--- src/rtl/am2910_issue_ctl.sv ---
// ---------------------------------------------------------------------------
// am2910_issue_ctl
//
// Issue controller that sits between a pipeline register, an external
// Am2910-style microprogram sequencer and an asynchronous control store.
// The controller owns the 24-bit pipeline register (pl) and decides every
// cycle what to present to the sequencer: the pipelined instruction, a
// forced "hold" (CONT without increment), an interrupt call, or the idle
// JZ pattern that parks the sequencer at microaddress 0.
//
// pl layout:
//    [3:0]   op        sequencer instruction
//    [15:4]  br        branch / D field
//    [18:16] csel      condition select into cond_in
//    [19]    cpol      condition polarity (1 = test for a low condition)
//    [20]    ccen_bar  condition-code enable (active low)
//    [21]    rld_bar   counter load (active low)
//    [23:22] ctl       datapath control field
//
// Ports:
//    clk           sole clock, all state on its rising edge
//    rst           synchronous active-high reset
//    start         begin / restart execution from microaddress 0
//    halt_req      stop at the next microinstruction boundary
//    rom_addr      control-store address (= seq_y, combinational)
//    rom_data      control-store read data at rom_addr
//    seq_i         sequencer instruction
//    seq_ccen_bar  sequencer condition enable (active low)
//    seq_cc_bar    sequencer condition input (active low)
//    seq_rld_bar   sequencer counter load (active low)
//    seq_ci        sequencer microPC carry-in
//    seq_d         sequencer D input
//    seq_y         sequencer Y output
//    seq_full      sequencer stack holds 5 entries
//    cond_in       status conditions
//    irq_req       level-sensitive interrupt request
//    irq_vec       interrupt vector address
//    irq_ack       one-cycle pulse when the interrupt is taken
//    ctl_out       datapath control field
//    busy          FETCH or RUN
//    halted        HALT
//    stk_err       sticky stack-guard error
// ---------------------------------------------------------------------------
module am2910_issue_ctl (
   input  logic        clk,
   input  logic        rst,
   input  logic        start,
   input  logic        halt_req,
   output logic [11:0] rom_addr,
   input  logic [23:0] rom_data,
   output logic [3:0]  seq_i,
   output logic        seq_ccen_bar,
   output logic        seq_cc_bar,
   output logic        seq_rld_bar,
   output logic        seq_ci,
   output logic [11:0] seq_d,
   input  logic [11:0] seq_y,
   input  logic        seq_full,
   input  logic [7:0]  cond_in,
   input  logic        irq_req,
   input  logic [11:0] irq_vec,
   output logic        irq_ack,
   output logic [1:0]  ctl_out,
   output logic        busy,
   output logic        halted,
   output logic        stk_err
);

   // Controller states
   localparam logic [1:0] ST_IDLE  = 2'd0;
   localparam logic [1:0] ST_FETCH = 2'd1;
   localparam logic [1:0] ST_RUN   = 2'd2;
   localparam logic [1:0] ST_HALT  = 2'd3;

   // Sequencer opcodes the controller needs to recognise or generate
   localparam logic [3:0] OP_JZ   = 4'd0;
   localparam logic [3:0] OP_CJS  = 4'd1;
   localparam logic [3:0] OP_PUSH = 4'd4;
   localparam logic [3:0] OP_JSRP = 4'd5;
   localparam logic [3:0] OP_CONT = 4'd14;

   logic [1:0]  state_q, state_d;
   logic [23:0] pl_q, pl_d;
   logic        stk_err_q, stk_err_d;

   // Pipeline register fields
   logic [3:0]  pl_op;
   logic [11:0] pl_br;
   logic [2:0]  pl_csel;
   logic        pl_cpol;
   logic        pl_ccen_bar;
   logic        pl_rld_bar;
   logic [1:0]  pl_ctl;

   assign pl_op       = pl_q[3:0];
   assign pl_br       = pl_q[15:4];
   assign pl_csel     = pl_q[18:16];
   assign pl_cpol     = pl_q[19];
   assign pl_ccen_bar = pl_q[20];
   assign pl_rld_bar  = pl_q[21];
   assign pl_ctl      = pl_q[23:22];

   // The control store is addressed straight from the sequencer.
   assign rom_addr = seq_y;

   // Condition select as a one-hot AND-OR so the mux stays flat.
   logic [7:0] cond_hit;
   logic       cond_sel;

   for (genvar gi = 0; gi < 8; gi++) begin : g_cond_sel
      assign cond_hit[gi] = (pl_csel == 3'(gi)) & cond_in[gi];
   end

   assign cond_sel = |cond_hit;

   // Instructions that push the sequencer stack: executing one while the
   // stack is already full would silently overwrite the top entry.
   logic push_op;
   logic guard_hit;
   logic irq_take;

   assign push_op   = (pl_op == OP_CJS) | (pl_op == OP_PUSH) | (pl_op == OP_JSRP);
   assign guard_hit = push_op & seq_full;
   // Interrupts are only taken on a CONT so the return address is simply
   // the microPC; with a full stack the call would have nowhere to go, so
   // the request waits (no error) until room appears.
   assign irq_take  = irq_req & (pl_op == OP_CONT) & ~seq_full;

   // ------------------------------------------------------------------
   // Next-state and output decode
   // ------------------------------------------------------------------
   always_comb begin
      // Idle pattern: JZ with everything inactive parks Y at 0.
      seq_i        = OP_JZ;
      seq_ci       = 1'b0;
      seq_d        = 12'h000;
      seq_ccen_bar = 1'b1;
      seq_cc_bar   = 1'b1;
      seq_rld_bar  = 1'b1;
      ctl_out      = 2'b00;
      irq_ack      = 1'b0;
      state_d      = state_q;
      pl_d         = pl_q;
      stk_err_d    = stk_err_q;

      if (!rst) begin
         case (state_q)
            ST_IDLE: begin
               if (start) begin
                  state_d = ST_FETCH;
               end
            end

            ST_FETCH: begin
               // Y is 0 here, so this captures microword 0.
               pl_d    = rom_data;
               state_d = ST_RUN;
            end

            ST_RUN: begin
               if (halt_req) begin
                  seq_i   = OP_CONT;
                  state_d = ST_HALT;
               end else if (guard_hit) begin
                  seq_i     = OP_CONT;
                  stk_err_d = 1'b1;
                  state_d   = ST_HALT;
               end else if (irq_take) begin
                  // Unconditional CJS to the vector; the sequencer pushes
                  // its microPC, which already points past the current word.
                  seq_i   = OP_CJS;
                  seq_d   = irq_vec;
                  seq_ci  = 1'b1;
                  ctl_out = pl_ctl;
                  irq_ack = 1'b1;
                  pl_d    = rom_data;
               end else begin
                  seq_i        = pl_op;
                  seq_d        = pl_br;
                  seq_ci       = 1'b1;
                  seq_ccen_bar = pl_ccen_bar;
                  seq_rld_bar  = pl_rld_bar;
                  seq_cc_bar   = ~(cond_sel ^ pl_cpol);
                  ctl_out      = pl_ctl;
                  pl_d         = rom_data;
               end
            end

            ST_HALT: begin
               // CONT with no carry keeps Y frozen while stopped.
               seq_i = OP_CONT;
               if (start) begin
                  stk_err_d = 1'b0;
                  state_d   = ST_FETCH;
               end
            end

            default: begin
               state_d = ST_IDLE;
            end
         endcase
      end
   end

   // ------------------------------------------------------------------
   // State registers
   // ------------------------------------------------------------------
   always_ff @(posedge clk) begin
      if (rst) begin
         state_q   <= ST_IDLE;
         pl_q      <= 24'h000000;
         stk_err_q <= 1'b0;
      end else begin
         state_q   <= state_d;
         pl_q      <= pl_d;
         stk_err_q <= stk_err_d;
      end
   end

   // Status flags are masked during reset so the cycle in which reset is
   // asserted already looks like IDLE to the outside world.
   assign busy    = ~rst & ((state_q == ST_FETCH) | (state_q == ST_RUN));
   assign halted  = ~rst & (state_q == ST_HALT);
   assign stk_err = ~rst & stk_err_q;

endmodule

--- config.mk ---
export PLATFORM = sky130hd
export DESIGN_NAME = am2910_issue_ctl
export DESIGN_NICKNAME = d
export VERILOG_FILES = /design/src/rtl/am2910_issue_ctl.sv
export SDC_FILE = /design/constraint.sdc
export NUM_CORES = 1
export LEC_CHECK = 0
export BUFFER_PORTS_ARGS = -buffer_cell sky130_fd_sc_hd__buf_2
export CORE_MARGIN = 4
export CORE_UTILIZATION = 40
export CTS_BUF_LIST = sky130_fd_sc_hd__clkbuf_2 sky130_fd_sc_hd__clkbuf_4 sky130_fd_sc_hd__clkbuf_8
export CTS_CLUSTER_SIZE = 10
export DETAILED_ROUTE_END_ITERATION = 10
export GPL_TIMING_DRIVEN = 0
export PLACE_DENSITY = 0.79
export SYNTH_ARGS = -nofsm -noshare
export SYNTH_HDL_FRONTEND = slang
export SYNTH_SLANG_ARGS = --single-unit
export TNS_END_PERCENT = 30
--- constraint.sdc ---
create_clock -name clk -period 1.4 [get_ports clk]
set_input_delay 0 -clock clk [delete_from_list [all_inputs] [get_ports clk]]
set_output_delay 0 -clock clk [all_outputs]
set_load 0.03 [all_outputs]
# Yosys cells after proc, flatten, opt, wreduce, memory -nomap -nowiden

Cells that the tools add are included.

Register bits after elaboration: 27
Bits in latches: 0
RAM bits: 0
ROM bits: 0
Input port bits: 62
Output and inout bits: 38
Word-level logic and storage cells: 102
Memories kept: 0

Add/sub/neg operators: 0
$mul: 0
Div/mod/pow operators: 0
$lt $le $gt $ge: 0
Equal/unequal tests: 20
Shifts and indexed selects: 0
Multiplexer cells: 49
Bitwise logic cells: 21
Reductions and logical operators: 9

Operator list:

| kind               | count |
|---|---|
| $mux 12            | 5 |
| $mux 24            | 2 |
| $pmux 24 s2        | 1 |
| $mux 1             | 27 |
| $mux 4             | 4 |
| $and 1x1->1        | 14 |
| $mux 2             | 7 |
| $eq 3x3->1 const B | 4 |
| $eq 4x3->1 const B | 2 |
| $ne 2x2->1 const B | 4 |
| $pmux 4 s2         | 1 |
| $reduce_or 8->1    | 1 |
| $eq 3x2->1 const B | 2 |
| $pmux 2 s3         | 1 |
| $eq 2x2->1 const B | 2 |
| $eq 4x1->1 const B | 1 |
| $eq 4x4->1 const B | 1 |
| $reduce_and 4->1   | 1 |
| $reduce_bool 2->1  | 2 |
| $eq 3x1->1 const B | 1 |
| $logic_not 3->1    | 1 |
| $ne 3x3->1 const B | 1 |
| $not 1->1          | 3 |
| $or 1x1->1         | 3 |
| 8 further kinds    | 8 |

# Longest topological paths before layout

Depth after elaboration: 10
Mapped depth: 7
Gate-level depth less buffers: 6

# Worst setup path before layout

Ideal clock, no wire load.

Path type: reg2out
Start point: reg state_q[0]
End point: out seq_d[0]
Data arrival time: 1.667 ns
Required time: 1.400 ns
Path slack: -0.267 ns
Stages on the path, launching flop included: 8
Buffers on the path: 2
Cells stage by stage: dfxtp_1 -> inv_1 -> ha_1 -> nand2_1 -> or2_1 -> buf_2 -> buf_4 -> a21oi_1

Word-level cells in the longest chain between the ends: 3

Ends and longest elaborated chain:

| element                | RTL line | text |
|---|---|---|
| from (decl)            | 82       | `logic [1:0] state_q, state_d;` |
| from (signal assigned) | 214      | `state_q <= state_d;` |
| $eq 2x2->1             | 147      | `case (state_q)` |
| $mux 12                | 147      |  |
| $mux 12                | 146      | `if (!rst) begin` |
| to (decl)              | 56       | `output logic [11:0] seq_d,` |

No other way between the ends.

# Worst setup path after layout

Start point: reg pl_q[17]
End point: out seq_cc_bar

Word-level cells in the longest chain between the ends: 10
Elaborated cells on any way between the ends: 24
Those cells by class: 7 x eq/ne; 5 x mux; 10 x bitwise; 2 x reduce/logical

Ends and longest elaborated chain:

| element                            | RTL line | text |
|---|---|---|
| from (decl)                        | 83       | `logic [23:0] pl_q, pl_d;` |
| from (signal assigned)             | 215      | `pl_q <= pl_d;` |
| $eq 3x1->1 (tied with other cells) | 111      | `assign cond_hit[gi] = (pl_csel == 3'(gi)) & cond_in[gi];` |
| $and 1x1->1                        | 111      |  |
| $reduce_or 8->1 (*)                | 114      | `assign cond_sel = \|cond_hit;` |
| $xor 1x1->1 (*)                    | 183      | `seq_cc_bar = ~(cond_sel ^ pl_cpol);` |
| $not 1->1 (*)                      | 183      |  |
| $mux 1 (*)                         | 168      | `end else if (irq_take) begin` |
| $mux 1 (*)                         | 164      | `end else if (guard_hit) begin` |
| $mux 1 (*)                         | 161      | `if (halt_req) begin` |
| $mux 1 (*)                         | 147      |  |
| $mux 1 (*)                         | 146      |  |
| to (decl)                          | 53       | `output logic seq_cc_bar,` |

Every way passes the cells marked *; elsewhere a longest branch is shown, timed or not.

==> impl_summary.md <==
Run status
The flow ran to the end, but the final reports show violations. The final reports fail on negative setup slack.

Floorplanning
The die is just over 70 um tall. The I/O pin total is 100. The die covers between 0.005 and 0.006 sq mm.

The floorplan has 22 rows. The core area is ~0.0038 sq mm. For this configuration, the core starts out at a cell density of 42.8%. The horizontal die dimension is 71.5 um.

Setup path
In this run the critical register-to-register path is captured at pl_q[9]. The critical path in this run is classified as reg -> out. The worst endpoint data arrival time is about 1.9 ns. Along the worst path, the maximum fanout reaches 3. Data on the critical path is required at its endpoint by roughly 1.4 ns. The type of element launching the critical path is a register. Measured in cells, the most critical reg-to-reg path has a length of 6. In this run the register-to-register setup slack is -0.31 ns. The worst flop-to-flop path startpoint is pl_q[3]. The worst setup path is captured at an output pin.

The launch point of the worst path is pl_q[17].

Drt
The via density per instance is 5.40. The detail route stage leaves a number of antenna-violating nets equal to 0. The via count is about 2100. The post-detailed-route DRC marker count is 0. The detailed router finished its first iteration with 153 violations. The first-pass iteration count of the detailed router is 4. The total wirelength of the detailed-routed design is approximately 6.8 mm. After detailed routing, the average wire length per cell comes to about 17 um.

Logic synthesis
The count of unique library cells instantiated by Yosys is 35. The Yosys step of the flow raised 0 warnings. The count of flip-flops with a built-in enable after synthesis is 0. The flip-flop and latch count after synthesis is 27. The cell with the most instances after synthesis is sky130_fd_sc_hd__a21oi_1. The post-synthesis cell area is between 0.0015 and 0.002 sq mm.

The async set-or-reset flop fraction in the synthesized netlist is 0%. The net count after synthesis is about 290. The share of the synthesized area in the top cell type is 33.5%.

The library cell with the largest summed area after synthesis is sky130_fd_sc_hd__dfxtp_1. The sequential cell area fraction in the yosys report is 33.5%. By count the netlist is led by 40 x sky130_fd_sc_hd__a21oi_1, 30 x sky130_fd_sc_hd__nand2_1, 27 x sky130_fd_sc_hd__dfxtp_1, 26 x sky130_fd_sc_hd__nand3_1, 23 x sky130_fd_sc_hd__o21ai_1. The most used flip-flop cell after synthesis is sky130_fd_sc_hd__dfxtp_1.

The cell count after synthesis is ~220. The post-synthesis area per instance is 7.37 sq um. Sorting the synthesized cells by area gives the leading types as sky130_fd_sc_hd__dfxtp_1 33%, sky130_fd_sc_hd__a21oi_1 12%, sky130_fd_sc_hd__nand3_1 8.1%.

Placed design
The number of input and output port buffers inserted is 87. Routability-driven placement finished with a final weighted congestion of approximately 0.8. Once detailed placement completed, the half-perimeter wirelength came to 3.60 mm. Before CTS, the worst setup slack after placement is -0.395 ns.

Power
The peak ir drop on the vdd network is 0.745 mV. The power density over the cells is approximately 1300 mW/mm^2. The analysis attributes to cell leakage a power of 0.00127 uW.

Timing
At the pin with the least slew margin, the transition time is about 0.51 ns. The worst path uses 132% of the clock period. The upper clock frequency limit is 541 MHz. On the final layout, the worst clock skew is around 0.0083 ns.

Counting I/O delays and the setup requirement, the final critical path takes about 1.8 ns. Measured against its own limit, the worst slew margin works out to between 60% and 70%. Setup repair after global routing could not meet its margin everywhere. Setup violations remaining at the end of the flow were counted as between 40 and 50. The number of hold-slack violations in the final timing report is 0.

In the post-route analysis, the smallest setup slack over all paths is -0.450 ns. The final-report max-slew violation count was 0.

Layout
The count of filler cells inserted in the layout is 242. The growth of design area from synthesis to finish is 87.9%. Measured on the finished design, the core utilization comes to between 80% and 90%.

Of the cells placed in the final design, the portion with a size suffix greater than 1 is 56.1%. The number of nets in the layout is 413. The antenna diode instance count is 0.

Global routing
The initial antenna violation count came to 0. Across every metal layer, demand over resource in global routing totals 22.6%. The via count of the first global-routing pass came to ~2000. The first global-routing pass estimated 9.36 mm of wire. Global routing finished with a remaining overflow of 0.

Entering global routing, the biggest net connects 16 pins.

CTS
At the later pin of the worst-skew pair, clock insertion delay measures 0.28 ns. In this run the number of H-tree levels came out at 1. Counting the buffers created by CTS gives 3. CTS placed an instance of sky130_fd_sc_hd__clkbuf_8 at the clock tree root. The CTS sink count is 27.

The TritonCTS clock tree is built. The clock edge transition at the registers on the reported setup and hold paths is 0.09 ns. The longest clock path from root to sink contains 2 buffers.

Min path
The endpoint with the worst hold slack is pl_q[16]. The worst min-delay path class is in -> reg. The worst hold path begins at rom_data[16]. The number of cells on the worst hold path is 3.

Flow run
The tool flagged a number of max-cap violations equal to 0.
-- kinds of logic after synthesis --
group | Yosys count | share of synthesized area [%]
flip-flops | 27 | 33.5
multiplexers | 3 | 3.41
AND/OR/NAND/NOR | 78 | 23.0
XOR/XNOR | 1 | 0.543
AO/OA/AOI/OAI | 72 | 24.2
buffers and inverters | 34 | 12.2
adder cells (fa/ha/maj) | 4 | 3.10
-- per-stage QoR --
step	hold slack [ns]	total power, uW	std cells	setup TNS (ns)	area (sq um)
after floorplan	0.111	2410	219	-2.81	1710
after global placement	0.220	2780	354	-10.31	2200
after detailed placement	0.218	2810	354	-11.37	2200
after CTS	0.00588	3680	388	-12.30	2810
after global routing	0.00923	4240	394	-15.87	3030
final	0.00348	4040	394	-14.07	3030
-- what timing repair did --
item	in CTS	in global routing
hold buffers	22	0
gates cloned	1	1
gates resized for setup	82	50
endpoints found under the setup margin	49	50
pin swaps	8	17
buffers inserted	8	6
endpoints found under the hold margin	22	0
-- power by group --
group	internal (uW)	switching [uW]	total, uW	leakage [uW]
registers	1020	204	1230	0.000225
clock network	200	265	466	0.0000255
logic	1020	1330	2350	0.00102
total	2240	1800	4040	0.00127
-- sequential cells by signal, summed over array words and instances (netlist names) --
name and flops:
pl_q 24, state_q 2, stk_err_q 1
-- worst max-delay path by stage --
stage / endpoint / slack [ns]
finish: seq_cc_bar / -0.45
floorplan: seq_i[1] / -0.11
global route: seq_cc_bar / -0.48
CTS: seq_cc_bar / -0.39
detailed placement: seq_i[0] / -0.40
global placement: seq_i[0] / -0.37
-- metal layers --
layer,GRT usage [%],share of wire (%),wire length [um],vias to the layer above
met5,0,0,0,-
met4,10.0,3.8,255,0
met3,4.21,6.8,463,29
met2,37.4,52,3540,107
met1,28.4,37,2500,983
li1,-,-,-,1009
-- layout by cell type (no fill, tap or decap), types with 3 or more instances in the layout --
cell and count:
sky130_fd_sc_hd__clkbuf_1 3, sky130_fd_sc_hd__clkbuf_8 3, sky130_fd_sc_hd__nand2_2 6, sky130_fd_sc_hd__nand2_4 4, sky130_fd_sc_hd__buf_6 27, sky130_fd_sc_hd__a21oi_1 23
sky130_fd_sc_hd__inv_1 3, sky130_fd_sc_hd__nor2_1 5, sky130_fd_sc_hd__nand2_1 20, sky130_fd_sc_hd__a21oi_2 10, sky130_fd_sc_hd__dfxtp_4 4, sky130_fd_sc_hd__buf_4 26
sky130_fd_sc_hd__o21ai_1 20, sky130_fd_sc_hd__dfxtp_2 3, sky130_fd_sc_hd__dfxtp_1 20, sky130_fd_sc_hd__o21ai_2 4, sky130_fd_sc_hd__buf_2 64, sky130_fd_sc_hd__a21oi_4 7
sky130_fd_sc_hd__clkbuf_2 3, sky130_fd_sc_hd__dlygate4sd3_1 22, sky130_fd_sc_hd__nand3_1 25, sky130_fd_sc_hd__nor2_4 4
-- critical path, cell delays in order, from the launching register on --
cell and delay (ns):
sky130_fd_sc_hd__dfxtp_4 0.38, sky130_fd_sc_hd__mux4_2 0.52, sky130_fd_sc_hd__mux2i_2 0.22, sky130_fd_sc_hd__xnor2_1 0.16, sky130_fd_sc_hd__nand3_1 0.14, sky130_fd_sc_hd__buf_6 0.16
-- final cells by class --
type	instances	area, sq um	share of cell area, %
multi-input combinational	158	1150	38.1
timing repair buffer	125	953	31.4
sequential	27	559	18.4
buffer	27	235	7.76
tap	48	60.1	1.98
clock buffer	3	41.3	1.36
inverter	5	23.8	0.784
clock inverter	1	5.00	0.165
Power figures use the tool's default switching activity.
